==> config.mk <==
export PLATFORM = sky130hd
export DESIGN_NAME = fp32_norm_stage
export DESIGN_NICKNAME = d
export VERILOG_FILES = /design/src/rtl/fp32_norm_stage.sv
export SDC_FILE = /design/constraint.sdc
export NUM_CORES = 1
export LEC_CHECK = 0
export CAP_MARGIN = 10
export CORE_AREA = 10 10 251 157
export CTS_CLUSTER_DIAMETER = 150
export DETAILED_ROUTE_END_ITERATION = 8
export DIE_AREA = 0 0 261 167
export PLACE_DENSITY = 0.51
export SETUP_SLACK_MARGIN = 0.4
export SYNTH_ARGS = -nofsm -noshare
export SYNTH_HDL_FRONTEND = slang
export SYNTH_SLANG_ARGS = --single-unit
==> constraint.sdc <==
create_clock -name clk -period 5.75 [get_ports clk]
set_clock_uncertainty 0.15 [all_clocks]
set_input_delay 1.15 -clock clk [delete_from_list [all_inputs] [get_ports clk]]
set_output_delay 1.15 -clock clk [all_outputs]
set_load 0.03 [all_outputs]
==> src/rtl/fp32_norm_stage.sv <==
// fp32_norm_stage: two-stage normalizer feeding the FPU rounding stage.
// Stage 1 brings the unit bit to position 46 and adjusts the exponent.
// Stage 2 handles the subnormal denormalizing shift, exponent range flags
// and extraction of the mantissa/round/sticky fields for rounding.
module fp32_norm_stage #(
  parameter int TAG_W     = 8,
  parameter int SHIFT_CAP = 26
) (
  input  logic             clk,
  input  logic             rst_n,
  input  logic             in_valid,
  output logic             in_ready,
  input  logic             in_sign,
  input  logic [9:0]       in_exp,
  input  logic [47:0]      in_mant,
  input  logic [2:0]       in_rm,
  input  logic [TAG_W-1:0] in_tag,
  output logic             out_valid,
  input  logic             out_ready,
  output logic             out_sign,
  output logic [7:0]       out_exp,
  output logic [23:0]      out_mant,
  output logic             out_round,
  output logic             out_sticky,
  output logic             out_ovf,
  output logic             out_tiny,
  output logic [2:0]       out_rm,
  output logic [TAG_W-1:0] out_tag
);

  localparam int SH_W = $clog2(SHIFT_CAP + 1);

  // stage 1 pipeline registers
  logic                s1_valid;
  logic [46:0]         s1_sig;
  logic signed [10:0]  s1_exp;
  logic                s1_lost;
  logic                s1_zero;
  logic                s1_sign;
  logic [2:0]          s1_rm;
  logic [TAG_W-1:0]    s1_tag;

  logic s1_adv;
  logic s2_adv;

  // stage 1 combinational results
  logic [5:0]          lz;
  logic signed [10:0]  e_ext;
  logic [46:0]         s1_sig_d;
  logic signed [10:0]  s1_exp_d;
  logic                s1_lost_d;
  logic                s1_zero_d;

  // stage 2 combinational results
  logic signed [10:0]        sh_raw;
  logic [SH_W-1:0]           sh;
  logic [46+SHIFT_CAP:0]     wide;
  logic [46:0]               sig_sh;
  logic                      sub_sticky;
  logic [7:0]                exp_d;
  logic [23:0]               mant_d;
  logic                      round_d;
  logic                      sticky_d;
  logic                      ovf_d;
  logic                      tiny_d;

  // Each stage moves when its downstream slot is free or being emptied.
  assign s2_adv   = !out_valid || out_ready;
  assign s1_adv   = !s1_valid || s2_adv;
  assign in_ready = s1_adv;

  // Stage 1: leading-zero count and normalizing shift of the raw significand.
  always_comb begin
    lz = '0;
    for (int i = 0; i < 47; i++) begin
      if (in_mant[i]) lz = 6'(46 - i);
    end
    e_ext     = signed'({in_exp[9], in_exp});
    s1_sig_d  = '0;
    s1_exp_d  = '0;
    s1_lost_d = 1'b0;
    s1_zero_d = 1'b0;
    if (in_mant[47]) begin
      s1_sig_d  = in_mant[47:1];
      s1_exp_d  = e_ext + 11'sd1;
      s1_lost_d = in_mant[0];
    end else if (|in_mant[46:0]) begin
      s1_sig_d = in_mant[46:0] << lz;
      s1_exp_d = e_ext - signed'({5'b0, lz});
    end else begin
      s1_zero_d = 1'b1;
    end
  end

  // Stage 1 register: capture the normalized operation on accept.
  always_ff @(posedge clk) begin
    if (!rst_n) begin
      s1_valid <= 1'b0;
      s1_sig   <= '0;
      s1_exp   <= '0;
      s1_lost  <= 1'b0;
      s1_zero  <= 1'b0;
      s1_sign  <= 1'b0;
      s1_rm    <= '0;
      s1_tag   <= '0;
    end else if (s1_adv) begin
      s1_valid <= in_valid;
      if (in_valid) begin
        s1_sig  <= s1_sig_d;
        s1_exp  <= s1_exp_d;
        s1_lost <= s1_lost_d;
        s1_zero <= s1_zero_d;
        s1_sign <= in_sign;
        s1_rm   <= in_rm;
        s1_tag  <= in_tag;
      end
    end
  end

  // Stage 2: subnormal shift (capped, since beyond the cap everything lands
  // in sticky anyway), range classification and field extraction.
  always_comb begin
    sh_raw = 11'sd1 - s1_exp;
    sh     = '0;
    if (!s1_zero && s1_exp <= 11'sd0) begin
      if (sh_raw > signed'(11'(SHIFT_CAP))) sh = SH_W'(SHIFT_CAP);
      else                                  sh = sh_raw[SH_W-1:0];
    end
    wide       = {s1_sig, {SHIFT_CAP{1'b0}}} >> sh;
    sig_sh     = wide[46+SHIFT_CAP -: 47];
    sub_sticky = |wide[SHIFT_CAP-1:0];

    exp_d    = '0;
    mant_d   = '0;
    round_d  = 1'b0;
    sticky_d = 1'b0;
    ovf_d    = 1'b0;
    tiny_d   = 1'b0;
    if (!s1_zero) begin
      mant_d   = sig_sh[46:23];
      round_d  = sig_sh[22];
      sticky_d = (|sig_sh[21:0]) | s1_lost | sub_sticky;
      if (s1_exp <= 11'sd0) begin
        tiny_d = 1'b1;
      end else if (s1_exp >= 11'sd255) begin
        ovf_d = 1'b1;
        exp_d = 8'hFF;
      end else begin
        exp_d = s1_exp[7:0];
      end
    end
  end

  // Output register: loads from stage 1 when free, holds while stalled.
  always_ff @(posedge clk) begin
    if (!rst_n) begin
      out_valid  <= 1'b0;
      out_sign   <= 1'b0;
      out_exp    <= '0;
      out_mant   <= '0;
      out_round  <= 1'b0;
      out_sticky <= 1'b0;
      out_ovf    <= 1'b0;
      out_tiny   <= 1'b0;
      out_rm     <= '0;
      out_tag    <= '0;
    end else if (s2_adv) begin
      out_valid <= s1_valid;
      if (s1_valid) begin
        out_sign   <= s1_sign;
        out_exp    <= exp_d;
        out_mant   <= mant_d;
        out_round  <= round_d;
        out_sticky <= sticky_d;
        out_ovf    <= ovf_d;
        out_tiny   <= tiny_d;
        out_rm     <= s1_rm;
        out_tag    <= s1_tag;
      end
    end
  end

endmodule

==> results of run 1 <==
-- placed cells by master (no fill, tap or decap), types with 44 or more instances in the layout --
master / netlist / layout
nand3_1: 72 / 72
mux2i_1: 111 / 109
buf_4: 3 / 124
nor2_1: 128 / 127
dfxtp_1: 122 / 122
nand2_1: 207 / 206
a21oi_1: 171 / 168
o211ai_1: 44 / 44
o21ai_0: 94 / 91
inv_1: 50 / 50
clkdlybuf4s50_1: 0 / 122
-- what timing repair did --
action / 4_1_cts / 5_1_grt
gates resized for setup: 0 / 7
setup buffers: 0 / 0
setup endpoints to repair: 0 / 7
-- power by group --
group          switching, uW  internal, uW
combinational            829           476
sequential              71.8           903
clock                    423           707
total                   1320          2090
-- worst max-delay path, stage by stage, from the launching register on --
cell and delay (ps):
dfxtp_1 610, inv_1 190, ha_1 300, a211o_1 320, o221ai_4 420, buf_4 270, o31a_1 710, o211ai_1 240
a21boi_0 540, a2111oi_2 110, a311oi_1 290, nand4b_1 190, o31ai_1 450, a41oi_1 170
-- metrics by stage --
stage,power (uW),setup slack (ps)
after floorplan,1750,425
after global placement,2240,213
after detailed placement,2240,224
after CTS,3370,651
after global routing,3550,414
final,3410,639
-- worst paths after layout --
path                                from  slack [ps]                      end  depth (start not counted)
setup reg to reg  s1_exp[1]$_SDFFE_PN0P_         640  out_sticky$_SDFFE_PN0P_                         13
hold / removal     s1_rm[2]$_SDFFE_PN0P_         300   out_rm[2]$_SDFFE_PN0P_                          2
hold reg to reg    s1_rm[2]$_SDFFE_PN0P_         300   out_rm[2]$_SDFFE_PN0P_                          2
setup / recovery  s1_exp[1]$_SDFFE_PN0P_         640  out_sticky$_SDFFE_PN0P_                         13
-- layout make-up --
cell class / count / area, um^2
fill: 3612 / 19800
multi-input combinational: 1357 / 8780
sequential: 122 / 2440
timing repair buffer: 252 / 2260
tap: 467 / 584
clock buffer: 19 / 453
inverter: 53 / 199
clock inverter: 12 / 166
-- metal layers --
| metal | vias to the layer above | global-route usage, % | wire [um] |
|---|---|---|---|
| li1 | 6659 | - | - |
| met1 | 7174 | 39.3 | 27900 |
| met2 | 849 | 32.4 | 21900 |
| met3 | 52 | 10.8 | 8080 |
| met4 | 2 | 3.88 | 518 |
| met5 | - | 1.73 | 99 |
-- logic make-up after synthesis --
| family | share of synthesized area [%] |
|---|---|
| compound gates | 36.2 |
| simple gates | 21.3 |
| buf+inv | 7.38 |
| mux | 12.4 |
| flops | 20.3 |
| xor+xnor | 1.45 |
| fa+ha+maj | 1.10 |
-- registers in the layout (all words and copies together), names as in the netlist --
signal      count
out_tiny        1
out_sticky      1
s1_exp         11
s1_zero         1
out_mant       24
s1_sig         47
out_round       1
out_exp         8
out_sign        1
out_tag         8
s1_lost         1
s1_sign         1
out_rm          3
s1_tag          8
s1_valid        1
out_ovf         1
s1_rm           3
out_valid       1
==> reports/metrics.csv, run 1 <==
metric,value,unit
status,"finished, final reports clean",
P_leak,0.00539,uW
Skew-Pair Late Insertion Delay,430,ps
TritonRoute pass-1 iters,7,
final instance area,0.0149,mm^2
Post-synth EDFFs,0,
fmax,196,MHz
Post-DP Area,0.0142,mm^2
register area share after synthesis,20.3,%
Syn Std Cell Area,0.0120,mm^2
Placed Cells,2250,
die footprint,0.0436,mm^2
CP endpoint kind,register,
average size of a mapped cell,7.11,um^2
Vias per Instance,6.46,
Synth async-reset ratio,0,%
Setup-failing EPs final,0,
TritonCTS buffer count,17,
Final nets,1887,
worst-margin pin slew,1160,ps
largest net degree at the start of global routing,57,
CTS Sinks,122,
vias in the first global route,13600,
"CTS clk-pin slew, worst paths",60,ps
nets in the synthesized netlist,1777,
max-slew violations,0,
Ports,124,
initial DRC count,2061,
Max transition margin,22.2,%
initial antenna violation count,0,
Yosys cell types,85,
via count,14700,
pwr/cell area,229,mW/mm^2
antenna-violating nets left,0,
CTS tree,done,
"Warnings, synthesis",0,
final wirelength,58.5,mm
crit path kind,reg2reg,
CP required,5890,ps
Seq cells post-synth,122,
final hold violations,0,
worst vdd ir,0.000214,V
post-layout util,42.9,%
Hold Buf Count CTS,0,
Root Driver,clkbuf_16,
Startpoint Class,register,
DIE WIDTH,261,um
DIE HEIGHT,167,um
Final min period,5110,ps
initial core utilization,34.7,%
remaining global-route overflow,0,
Fin Setup TNS,0,ps
core footprint,0.0347,mm^2
total of max-cap violations,0,
average wire per cell in the routed design,25.6,um
Hold WS,300,ps
Post-synth top flop,dfxtp_1,
RSZ-0062 raised after global routing,false,
period utilisation layout,88.9,%
Synth area leaders,"dfxtp_1 (20%), mux2i_1 (9.2%), a21oi_1 (7.1%), nand2_1 (6.5%), nor2_1 (4.0%)",
synth cell count leaders,"nand2_1 (207), a21oi_1 (171), nor2_1 (128)",
htree depth,4,
share of cells above drive strength 1,12.5,%
Residual DRC,0,
All-Layer GR Usage,25.9,%
Crit Path Max Fanout,20,
leading area contributor after synthesis,dfxtp_1,
Max clock buf depth,2,
Core Rows,53,
"count leader, synth",nand2_1,
first-pass GRT wire length,87.6,mm
port bufs,123,
area delta synth->final,23.6,%
Final HPWL DP,46.2,mm
Mapped Cells,1693,
# diodes,0,
Synth top area share,20.3,%
Non-Filler Instances,2282,
crit path DAT,5260,ps
min-delay worst type,reg2reg,
global placer's final weighted congestion,0.995,
(Power assumes the default switching activity.)
==> run 2, diff against run 1 <==
- PLACE_DENSITY: 0.51 -> 0.53
- clock period: 5.75 -> 4.4 ns (I/O delays scaled with it)
==> reports/metrics.csv, run 2 (synthesis results as in run 1) <==
metric,value,unit,change
status,"finished, final reports clean",,unchanged
first-pass GRT wire length,94.0,mm,was 87.6 mm
port bufs,123,,unchanged
total of max-cap violations,0,,unchanged
Final min period,3940,ps,
DIE HEIGHT,167,um,unchanged
Max transition margin,26.6,%,was 22.2%
Final nets,2181,,was 1887
vias in the first global route,14600,,was 13600
number of flip-flops under the largest register name,47,,unchanged
Placed Cells,2489,,was 2250
Vias per Instance,6.23,,was 6.46
Worst path slowest cell,a2111o_1,,was o31a_1
final wirelength,64.2,mm,was 58.5 mm
CTS tree,done,,unchanged
Ports,124,,unchanged
Max clock buf depth,2,,unchanged
worst vdd ir,0.000316,V,was 0.000214 V
antenna-violating nets left,0,,unchanged
via count,16100,,was 14700
area delta synth->final,50.1,%,was 23.6%
Crit Path Max Fanout,10,,was 20
remaining global-route overflow,0,,unchanged
Startpoint Class,input pin,,was register
Non-Filler Instances,2577,,was 2282
Largest regs,"s1_sig x47, out_mant x24, s1_exp x11",,unchanged
CP required,4580,ps,was 5890 ps
period utilisation layout,89.6,%,
crit path kind,in2reg,,was reg2reg
"CTS clk-pin slew, worst paths",70,ps,was 60 ps
crit path DAT,4130,ps,was 5260 ps
fmax,254,MHz,
Root Driver,clkbuf_16,,unchanged
max-slew violations,0,,unchanged
min-delay worst type,reg2reg,,unchanged
pwr/cell area,271,mW/mm^2,was 229 mW/mm^2
CP endpoint kind,register,,unchanged
initial antenna violation count,0,,unchanged
Setup-failing EPs final,0,,unchanged
TritonRoute pass-1 iters,6,,was 7
Fin Setup TNS,0,ps,unchanged
P_leak,0.00718,uW,was 0.00539 uW
cell mode on critical path,mux2i_1,,
DIE WIDTH,261,um,unchanged
critical-path cell list,"clkdlybuf4s50_1, buf_4, o31ai_2, a211oi_2, o21ai_2, buf_6, a2111oi_0, a211oi_1, buf_4, mux2i_1, mux2i_1, mux2i_1, a2111o_1, o311a_1",,"was inv_1, ha_1, a211o_1, o221ai_4, buf_4, o31a_1, o211ai_1, a21boi_0, a2111oi_2, a311oi_1, nand4b_1, o31ai_1, a41oi_1"
Residual DRC,0,,unchanged
worst-margin pin slew,1100,ps,was 1160 ps
"commonest non-fill, non-tap cell in the layout",buf_4,,was nand2_1
TritonCTS buffer count,17,,unchanged
CTS Sinks,122,,unchanged
average wire per cell in the routed design,24.9,um,was 25.6 um
All-Layer GR Usage,27.7,%,was 25.9%
highest-count cells in the layout ignoring fill and taps,"buf_4 (388), nand2_1 (205), a21oi_1 (161)",,"was nand2_1 (206), a21oi_1 (168), nor2_1 (127)"
Final HPWL DP,49.8,mm,was 46.2 mm
initial DRC count,1929,,was 2061
final hold violations,0,,unchanged
CP max stage delay,520,ps,was 710 ps
share of cells above drive strength 1,31.1,%,was 12.5%
core footprint,0.0347,mm^2,unchanged
initial core utilization,34.7,%,unchanged
Core Rows,53,,unchanged
global placer's final weighted congestion,0.993,,was 0.995
htree depth,4,,unchanged
RSZ-0062 raised after global routing,true,,was false
largest net degree at the start of global routing,63,,was 57
Largest Register,s1_sig,,unchanged
die footprint,0.0436,mm^2,unchanged
Skew-Pair Late Insertion Delay,440,ps,was 430 ps
# diodes,0,,unchanged
-- run 2: stage by stage --
step	total power, uW	instance area [um^2]	hold WS, ps	setup WS (ps)	utilization (%)
finish	4890	18100	298	456	52.1
global route	5100	18100	311	356	52.1
CTS	4720	17300	297	401	49.8
detailed placement	3180	16200	293	-759	46.7
global placement	3180	16200	288	-706	46.7
floorplan	2300	12200	281	27.3	-
-- run 2: area by class of cell --
class / instances / area [um^2]
fill: 3386 / 16600
sequential: 122 / 2440
inverter: 53 / 209
multi-input combinational: 1357 / 9570
clock buffer: 17 / 425
clock inverter: 15 / 176
tap: 467 / 584
timing repair buffer: 546 / 4670
-- run 2: final timing paths --
path | startpoint | end | cells past startpoint | slack [ps]
worst max-delay path | in_mant[35] | s1_sig[38]$_SDFFE_PN0P_ | 14 | 460
worst min-delay path | s1_tag[3]$_SDFFE_PN0P_ | out_tag[3]$_SDFFE_PN0P_ | 2 | 300
worst max register to register | s1_exp[1]$_SDFFE_PN0P_ | out_sticky$_SDFFE_PN0P_ | 16 | 470
worst min register to register | s1_tag[3]$_SDFFE_PN0P_ | out_tag[3]$_SDFFE_PN0P_ | 2 | 300
-- run 2: worst max-delay path: cells and delay by family --
kind | cells | cell delay [ps]
AO/OA/AOI/OAI | 7 | 1680
buffers and inverters | 4 | 1030
multiplexers | 3 | 520
-- run 2: power breakdown --
group	leakage (uW)	switching, uW	internal, uW
combinational	0.00589	1220	941
clock	0.000286	639	811
sequential	0.00100	94.8	1180
total	0.00718	1960	2930
-- run 2: layer usage --
metal  wire length (um)  up-vias  part of all wire (%)  track usage [%]
li1                   -     7251                     -                -
met1              30700     7840                    48             43.4
met2              24500      909                    38             35.0
met3               8330       61                    13             8.95
met4                707        0                   1.1             4.23
met5                  0        -                     0                0
-- run 2: what timing repair did --
item | 4_1_cts | 5_1_grt
endpoints found under the setup margin | 51 | 43
endpoints found under the hold margin | 0 | 0
gates cloned | 1 | 2
pin swaps | 43 | 61
gates resized for setup | 115 | 139
setup buffers | 14 | 39
hold buffers | 0 | 0
==> run 3, diff against run 2 <==
- HOLD_SLACK_MARGIN: not set -> 0.02
==> results of run 3 <==
Same layout as run 2: the final DEF is identical, and so are final timing and power.
